### config.mk
export PLATFORM = sky130hd
export DESIGN_NAME = and5_share_ctrl
export DESIGN_NICKNAME = d
export VERILOG_FILES = /design/src/rtl/and5_share_ctrl.sv
export SDC_FILE = /design/constraint.sdc
export NUM_CORES = 1
export LEC_CHECK = 0
export BUFFER_PORTS_ARGS = -buffer_cell sky130_fd_sc_hd__buf_2
export CORE_MARGIN = 1.5
export CORE_UTILIZATION = 36
export CTS_CLUSTER_DIAMETER = 80
export DETAILED_ROUTE_END_ITERATION = 12
export PLACE_DENSITY_LB_ADDON = 0.2
export SKIP_LAST_GASP = 1
export SYNTH_ARGS = -nofsm -noshare
export SYNTH_HDL_FRONTEND = slang
export SYNTH_SLANG_ARGS = --single-unit
### constraint.sdc
create_clock -name clk -period 2.1 [get_ports clk]
set_clock_uncertainty 0.1 [all_clocks]
set_input_delay 0.63 -clock clk [delete_from_list [all_inputs] [get_ports clk]]
set_output_delay 0.63 -clock clk [all_outputs]
set_load 0.01 [all_outputs]
### src/rtl/and5_share_ctrl.sv
// Round-robin sequencer that time-shares one combinational AND datapath among
// several requesters and returns each result with its owner ID over valid/ready.
module and5_share_ctrl #(
    parameter int NREQ = 4,
    parameter int W    = 5,
    localparam int IDW = $clog2(NREQ)
) (
    input  logic                clk,
    input  logic                rst,
    input  logic [NREQ-1:0]     req,
    input  logic [NREQ*W-1:0]   a_in,
    input  logic [NREQ*W-1:0]   b_in,
    output logic [NREQ-1:0]     gnt,
    output logic [W-1:0]        and_a,
    output logic [W-1:0]        and_b,
    input  logic [W-1:0]        and_res,
    output logic                rsp_valid,
    output logic [IDW-1:0]      rsp_id,
    output logic [W-1:0]        rsp_data,
    input  logic                rsp_ready,
    output logic                busy
);

    typedef enum logic [1:0] {
        ST_IDLE  = 2'd0,
        ST_ISSUE = 2'd1,
        ST_RESP  = 2'd2
    } state_t;

    state_t            state_q, state_d;
    logic [IDW-1:0]    ptr_q, ptr_d;
    logic [W-1:0]      and_a_q, and_a_d;
    logic [W-1:0]      and_b_q, and_b_d;
    logic [IDW-1:0]    rsp_id_q, rsp_id_d;
    logic [W-1:0]      rsp_data_q, rsp_data_d;
    logic              rsp_valid_q, rsp_valid_d;

    logic              win_found_s;
    logic [IDW-1:0]    win_id_s;
    logic [IDW-1:0]    idx_s;
    logic [NREQ-1:0]   gnt_s;
    logic              busy_s;

    // Round-robin search: first set request bit starting at ptr, wrapping.
    always_comb begin
        win_found_s = 1'b0;
        win_id_s    = '0;
        idx_s       = '0;
        for (int k = 0; k < NREQ; k++) begin
            idx_s = IDW'((int'(ptr_q) + k) % NREQ);
            if (!win_found_s && req[idx_s]) begin
                win_found_s = 1'b1;
                win_id_s    = idx_s;
            end else begin
                win_found_s = win_found_s;
            end
        end
    end

    // Next-state logic for the IDLE -> ISSUE -> RESP sequence.
    always_comb begin
        state_d = state_q;
        case (state_q)
            ST_IDLE: begin
                if (win_found_s) begin
                    state_d = ST_ISSUE;
                end else begin
                    state_d = ST_IDLE;
                end
            end
            ST_ISSUE: begin
                state_d = ST_RESP;
            end
            ST_RESP: begin
                if (rsp_valid_q && rsp_ready) begin
                    state_d = ST_IDLE;
                end else begin
                    state_d = ST_RESP;
                end
            end
            default: begin
                state_d = ST_IDLE;
            end
        endcase
    end

    // Datapath updates; operands and response fields hold unless loaded.
    always_comb begin
        ptr_d       = ptr_q;
        and_a_d     = and_a_q;
        and_b_d     = and_b_q;
        rsp_id_d    = rsp_id_q;
        rsp_data_d  = rsp_data_q;
        rsp_valid_d = rsp_valid_q;
        case (state_q)
            ST_IDLE: begin
                if (win_found_s) begin
                    and_a_d  = a_in[win_id_s*W +: W];
                    and_b_d  = b_in[win_id_s*W +: W];
                    rsp_id_d = win_id_s;
                end else begin
                    rsp_valid_d = 1'b0;
                end
            end
            ST_ISSUE: begin
                rsp_data_d  = and_res;
                ptr_d       = IDW'((int'(rsp_id_q) + 1) % NREQ);
                rsp_valid_d = 1'b1;
            end
            ST_RESP: begin
                if (rsp_valid_q && rsp_ready) begin
                    rsp_valid_d = 1'b0;
                end else begin
                    rsp_valid_d = rsp_valid_q;
                end
            end
            default: begin
                rsp_valid_d = 1'b0;
            end
        endcase
    end

    // Grant decodes only from registered state so it cannot glitch with req.
    always_comb begin
        gnt_s  = '0;
        busy_s = (state_q != ST_IDLE);
        if (state_q == ST_ISSUE) begin
            gnt_s[rsp_id_q] = 1'b1;
        end else begin
            gnt_s = '0;
        end
    end

    // State and datapath registers with asynchronous active-low reset.
    always_ff @(posedge clk or negedge rst) begin
        if (!rst) begin
            state_q     <= ST_IDLE;
            ptr_q       <= '0;
            and_a_q     <= '0;
            and_b_q     <= '0;
            rsp_id_q    <= '0;
            rsp_data_q  <= '0;
            rsp_valid_q <= 1'b0;
        end else begin
            state_q     <= state_d;
            ptr_q       <= ptr_d;
            and_a_q     <= and_a_d;
            and_b_q     <= and_b_d;
            rsp_id_q    <= rsp_id_d;
            rsp_data_q  <= rsp_data_d;
            rsp_valid_q <= rsp_valid_d;
        end
    end

    assign gnt       = gnt_s;
    assign busy      = busy_s;
    assign and_a     = and_a_q;
    assign and_b     = and_b_q;
    assign rsp_valid = rsp_valid_q;
    assign rsp_id    = rsp_id_q;
    assign rsp_data  = rsp_data_q;

endmodule

Word level (Yosys, flattened, before mapping)
Cells that the tools add are included.
Word-level totals
  bits in registers: 22
  bits of input ports: 52
  output and inout port bits: 23
  word-level logic and storage cells: 61
Cells by class
  add/subtract/negate cells: 4
  multiply operators: 1
  $lt $le $gt $ge: 6
  equality and inequality tests: 4
  shift-type cells: 2
  mux-type cells: 25
  reductions and logical operators: 12
Operators by type and width (count)
  20-bit by 6-bit indexed part select with 5-bit output: 2
  2-bit by 3-bit less-than comparator with 1-bit output (second input constant): 5
  1-bit 2-to-1 mux: 12
  2-bit 2-to-1 mux: 5
  1-bit binary-select mux with 2-bit select: 4
  2-bit one-hot mux with 3 select lines: 1
  1-bit logical AND: 5
  2-bit by 3-bit multiplier with 5-bit output (second input constant): 1
  2-bit by 1-bit adder with 2-bit output (second input constant): 2
  2-bit adder (second input constant): 2
  4-bit 2-to-1 mux: 1
  2-bit != test (second input constant): 2
  2-bit AND reduction: 2
  1-bit zero test: 3
  1-bit one-hot mux with 3 select lines: 1
  1-bit demux with 2-bit select: 1
  2-bit by 1-bit == test with 1-bit output (second input constant): 1
  2-bit == test (second input constant): 1
  2-bit by 1-bit greater-or-equal comparator with 1-bit output (second input constant): 1
  2-bit zero test: 1
  2-bit nonzero test: 1

Logic depth before layout (Yosys ltp)
Gate-level depths: netlist of run 1.
  depth in word-level cells: 14
  mapped depth: 6

Worst setup path before layout of run 1
No wires, ideal clock.
  kind: register to output
  from: reg state_q[1]
  to: out gnt[0]
  data arrival time: 1.124 ns
  required time: 1.370 ns
  slack: 0.246 ns
  cell stages (with the launch flop): 4
  buffers on the path: 1
  cell sequence: dfrtp_1 > nor2b_1 > clkbuf_1 > and2_1
On the way
  cells in the longest elaborated chain, start to end: 2
RTL lines
  from (decl): RTL line 30  | state_t state_q, state_d;
  from (signal assigned): RTL line 145  | state_q <= state_d;
  2-bit by 1-bit == test with 1-bit output: RTL line 127  | if (state_q == ST_ISSUE) begin
  4-bit 2-to-1 mux: RTL line 127
  to (decl): RTL line 13  | output logic [NREQ-1:0] gnt,
Every way passes these cells.

Final worst setup path of run 1
  from: reg rsp_id_q[0] (netlist: rsp_id[0])
  to: out gnt[2]
On the way
  cells in the longest elaborated chain, start to end: 5
RTL lines
  from (decl): RTL line 34  | logic [IDW-1:0] rsp_id_q, rsp_id_d;
  from (signal assigned): RTL line 149  | rsp_id_q <= rsp_id_d;
  2-bit by 3-bit less-than comparator with 1-bit output (not written as such) or 2-bit by 1-bit greater-or-equal comparator with 1-bit output (tied branches): RTL line 128  | gnt_s[rsp_id_q] = 1'b1;
  1-bit logical AND (not written as such): RTL line 128
  1-bit 2-to-1 mux (not written as such): RTL line 128
  1-bit demux with 2-bit select *: RTL line 128
  4-bit 2-to-1 mux *: RTL line 127
Every way passes the cells marked *; elsewhere a longest branch is shown, timed or not.

==> results of run 1 <==
[final cells by class]
cell class              count  area, um^2  share of cell area
clock buffers               3        22.5              0.0129
clock inverters             1        30.0              0.0173
inverters                   3        11.3             0.00647
multi-input cells          84         668               0.384
flip-flops and latches     22         551               0.316
well taps                  46        57.6              0.0331
repair buffers             78         400               0.230
[stage by stage]
stage               area (um^2)  power, uW  std cells  worst slack, ps
floorplan                  1260       1590        113              246
global placement           1690       1990        233              159
detailed placement         1690       2050        233             27.0
CTS                        1740       2370        237             42.3
global route               1740       2530        237             10.6
finish                     1740       2360        237             73.3
[report_power, final]
group / switching, uW / internal, uW / total (uW)
Sequential: 145 / 637 / 782
Combinational: 639 / 604 / 1240
Clock: 138 / 193 / 331
[cells by family after synthesis]
kind of cell | after synthesis | share of synthesized area
compound gates | 25 | 0.156
simple gates | 29 | 0.122
buf+inv | 7 | 0.0328
mux | 26 | 0.213
flops | 22 | 0.437
fa+ha+maj | 4 | 0.0397
[state kept, by name (all words and copies together), names as in the netlist]
signal,count
rsp_data,5
and_a,5
and_b,5
rsp_valid,1
state_q,2
ptr_q,2
rsp_id,2
[worst min path at each step]
stage	startpoint	slack (ps)	end	cells past startpoint
after global placement	and_b[2]	370	and_b[2]	2
after floorplan	rst	230	and_a[0]	0
final	rst	160	rsp_data[3]	1
after CTS	rst	180	rsp_data[3]	1
after detailed placement	and_a[1]	370	and_a[1]	2
after global routing	rst	180	rsp_data[3]	1
[routing by layer]
metal / GRT usage / up-vias / wire length, um
met2: 0.327 / 34 / 1770
met4: 0.0583 / 0 / 37
met3: 0.0254 / 4 / 135
met5: 0 / - / 0
li1: - / 571 / -
met1: 0.200 / 567 / 1320
[repair_timing]
item,4_1_cts,5_1_grt
setup endpoints to repair,0,2
gates resized for setup,0,1
hold buffers,0,0
[synth_stat cells]
master,instances
inv_1,3
or3_4,1
nor2_1,3
a2bb2oi_2,1
clkbuf_1,2
ha_1,4
a21o_1,4
a211oi_1,1
buf_6,2
and2_1,4
nand2b_1,2
mux2_2,6
nand2_1,12
o21ai_0,3
nor3b_1,1
a21oi_1,3
o2bb2ai_1,1
o22a_1,1
or2_1,1
nand2_4,1
o221ai_1,9
nor2b_1,2
or3_1,1
o21ai_1,1
nand3_1,1
dfrtp_1,22
mux2i_1,20
o211ai_2,1
[critical path: stages, from the launching register on]
cell,delay [ps]
dfrtp_1,460
inv_2,70
ha_1,200
and2_1,130
buf_2,130
==> impl_metrics.ini, run 1 <==
[sta]
final.setup.tns_ps = 0
max_freq_mhz = 493
tightest_slew_ps = 509
grt_setup_unrepaired = false
slew_violations = 0
timing.final.hold_violations = 0
setup_viol = 0
finalCriticalPeriod_ps = 2030
relSlewSlack = 0.661
layout_worst_path_cycle_share = 0.965
holdWs_ps = 159

[global_route]
track_usage = 0.174
grt_max_degree = 23
grt.overflow.total = 0
grt_pass1_vias = 1239
antenna_found_initial = 0
grt_pass1_wl_um = 5430

[critical_path]
rr_endpoint = and_b[0]
crit_type = reg -> out
endpoint = gnt[2]
crit_required_ps = 1370
timing.rr.start = ptr_q[1]
arrival_ps = 1300
critPathMaxFanout = 5
rrSetupSlack_ps = 290
rr_worst_depth = 5
cp-end-kind = output pin
startpoint_type = register
crit_start = rsp_id[0]

[placement]
gp_congestion = 0.849
dp_hpwl_um = 2570
numPortBuffers = 74

[die]
start_util = 0.378
dieArea_um2 = 3860
pin_count = 75
core_um2 = 3340
fp.dieW_um = 62.2
rows = 21
fp.dieH_um = 62.2

[routing]
routed_wl_um = 3260
num_vias = 1176
wl_per_cell_um = 13.8
final_antenna_net_count = 0
dr.pass1.iters = 4
via_per_inst = 4.96
drt_iter0_drc = 71
post-route-drc-count = 0

[job]
cap_violations = 0

[logic_synthesis]
ys_ff_latch = 22
syn_area_um2 = 1260
yosysTopAreaCellShare = 0.437
synth_warnings = 0
syn_nets = 169
syn_avg_cell_area_um2 = 11.2
synth_cells = 113
synth_top_area_cell = dfrtp_1
ys_seq_area_frac = 0.437
ys_types = 28
yosys-top-cells-area = dfrtp_1, mux2i_1, o221ai_1, mux2_2, ha_1

[clocking]
htreeDepth = 1
clockBufferDepth = 2
cts.sinks = 22
cts_tree = yes
post-cts-setup-buffers = 0
clkLatencyLatePin_ps = 310
clk_pin_slew_ps = 130
cts_root_buffer = clkbuf_4
cts_buffers = 3

[layout]
mostFrequentLayoutCells = buf_2, dfrtp_1, mux2i_1
drive_gt1_frac = 0.487
layout_commonest_cell = buf_2
fillers = 335
final_core_util = 0.522
area_growth_pct = 38.1
nets = 248
antenna_cells = 0

[power_and_ir_drop]
power.density_nw_per_um2 = 1350
peakVddDrop_uv = 499
leakage_uw = 0.000936

[worst_hold_path]
hold_path_class = in -> async

[status]
status = finished clean
Note: power is estimated with default switching activity, not from simulation.
==> run 2: changes to the inputs <==
--- a/config.mk
+++ b/config.mk
@@ -7,8 +7,9 @@
 export LEC_CHECK = 0
 export BUFFER_PORTS_ARGS = -buffer_cell sky130_fd_sc_hd__buf_2
 export CORE_MARGIN = 1.5
-export CORE_UTILIZATION = 36
+export CORE_UTILIZATION = 43
 export CTS_CLUSTER_DIAMETER = 80
+export CTS_CLUSTER_SIZE = 10
 export DETAILED_ROUTE_END_ITERATION = 12
 export PLACE_DENSITY_LB_ADDON = 0.2
 export SKIP_LAST_GASP = 1
==> impl_metrics.ini, run 2 (same netlist as run 1, synthesis figures left out) <==
[status]
status = finished clean

[layout]
fin_area_um2 = 1710
mostFrequentLayoutCells = buf_2, dfrtp_1, mux2i_1
area_growth_pct = 35.5
drive_gt1_frac = 0.487
nets = 248
fillers = 252
layout_commonest_cell = buf_2
antenna_cells = 0

[placement]
gp_congestion = 0.777
post_dp_cell_area_um2 = 1670
dp_hpwl_um = 2410
numPortBuffers = 74
pre_cts_slack_ps = -51.5

[global_route]
grt.overflow.total = 0
grt_pass1_vias = 1176
met3_usage = 0.0385
use_met1 = 0.242
grt_max_degree = 23
use_met2 = 0.322
antenna_found_initial = 0
track_usage = 0.192
busiest_layer = met2
grt_pass1_wl_um = 4910

[sta]
grt_setup_unrepaired = false
setup_ws_ps = 107
slew_violations = 0
tightest_slew_ps = 740
max_freq_mhz = 502
relSlewSlack = 0.503
final.setup.tns_ps = 0
holdWs_ps = 168
finalCriticalPeriod_ps = 1990
timing.final.hold_violations = 0
setup_viol = 0
layout_worst_path_cycle_share = 0.949

[die]
start_util = 0.457
fp.dieW_um = 57.1
dieArea_um2 = 3260
fp.dieH_um = 57.1
core_um2 = 2760
rows = 19
pin_count = 75

[worst_hold_path]
hold_path_class = in -> async

[critical_path]
endpoint = gnt[0]
crit_type = reg -> out
startpoint_type = register
timing.rr.start = ptr_q[1]
critPathMaxFanout = 5
arrival_ps = 1260
rr_endpoint = and_b[4]
cp-end-kind = output pin
rr_worst_depth = 5
rrSetupSlack_ps = 280
crit_start = rsp_id[0]
crit_required_ps = 1370

[clocking]
cts_root_buffer = clkbuf_4
cts_buffers = 3
cts_resized = 0
clockBufferDepth = 2
htreeDepth = 1
cts_hold_buffers = 0
post-cts-setup-buffers = 0
clk_pin_slew_ps = 120
cts_tree = yes
clkLatencyLatePin_ps = 300
cts.sinks = 22

[routing]
num_vias = 1172
wl_per_cell_um = 13.8
post-route-drc-count = 0
dr.pass1.iters = 4
drt_iter0_drc = 25
final_antenna_net_count = 0
routed_wl_um = 3060
via_per_inst = 5.28

[power_and_ir_drop]
peakVddDrop_uv = 918
power.density_nw_per_um2 = 1320
leakage_uw = 0.000929

[job]
cap_violations = 0
==> run 2: cell count changes in the layout (fill, tap and decap cells not counted), sizes merged <==
cell,change
clkbuf,+1
bufinv,-1
==> run 2: layout make-up <==
type | count | area, um^2 | share of cell area
multi-input cells | 84 | 668 | 0.391
flip-flops and latches | 22 | 552 | 0.323
inverters | 3 | 11.3 | 0.00660
well taps | 31 | 38.8 | 0.0227
clock buffers | 4 | 36.3 | 0.0213
repair buffers | 78 | 400 | 0.235
==> run 2: worst min-delay path by stage <==
stage | endpoint | slack [ps] | cells after the start
2_1_floorplan | and_a[0] | 230 | 0
3_3_place_gp | and_b[0] | 370 | 2
3_5_place_dp | and_b[0] | 380 | 2
4_1_cts | rsp_data[3] | 180 | 1
5_1_grt | rsp_data[3] | 170 | 1
6_report | and_b[4] | 170 | 1
==> run 2: metrics by stage <==
| stage | util | std cells | power [uW] |
|---|---|---|---|
| 2_1_floorplan | - | 113 | 1590 |
| 3_3_place_gp | 0.605 | 218 | 1980 |
| 3_5_place_dp | 0.605 | 218 | 2030 |
| 4_1_cts | 0.618 | 222 | 2270 |
| 5_1_grt | 0.619 | 222 | 2440 |
| 6_report | 0.619 | 222 | 2250 |
==> run 2: report_power, final <==
part	internal (uW)	leakage [uW]	switching, uW	total, uW
Combinational	605	0.000643	632	1240
Clock	106	0.0000210	128	233
Sequential	639	0.000265	144	783
Total	1350	0.000929	903	2250
==> run 2: worst max-delay path, cell delays in order, from the launching register on <==
cell and delay, ps:
dfrtp_2 430, inv_1 90, ha_1 190, and2_1 130, buf_2 130
==> run 2: metal layers <==
layer / vias to the layer above / share of wire
li1: 569 / -
met1: 550 / 0.42
met2: 49 / 0.50
met3: 4 / 0.061
met4: 0 / 0.0095
met5: - / 0
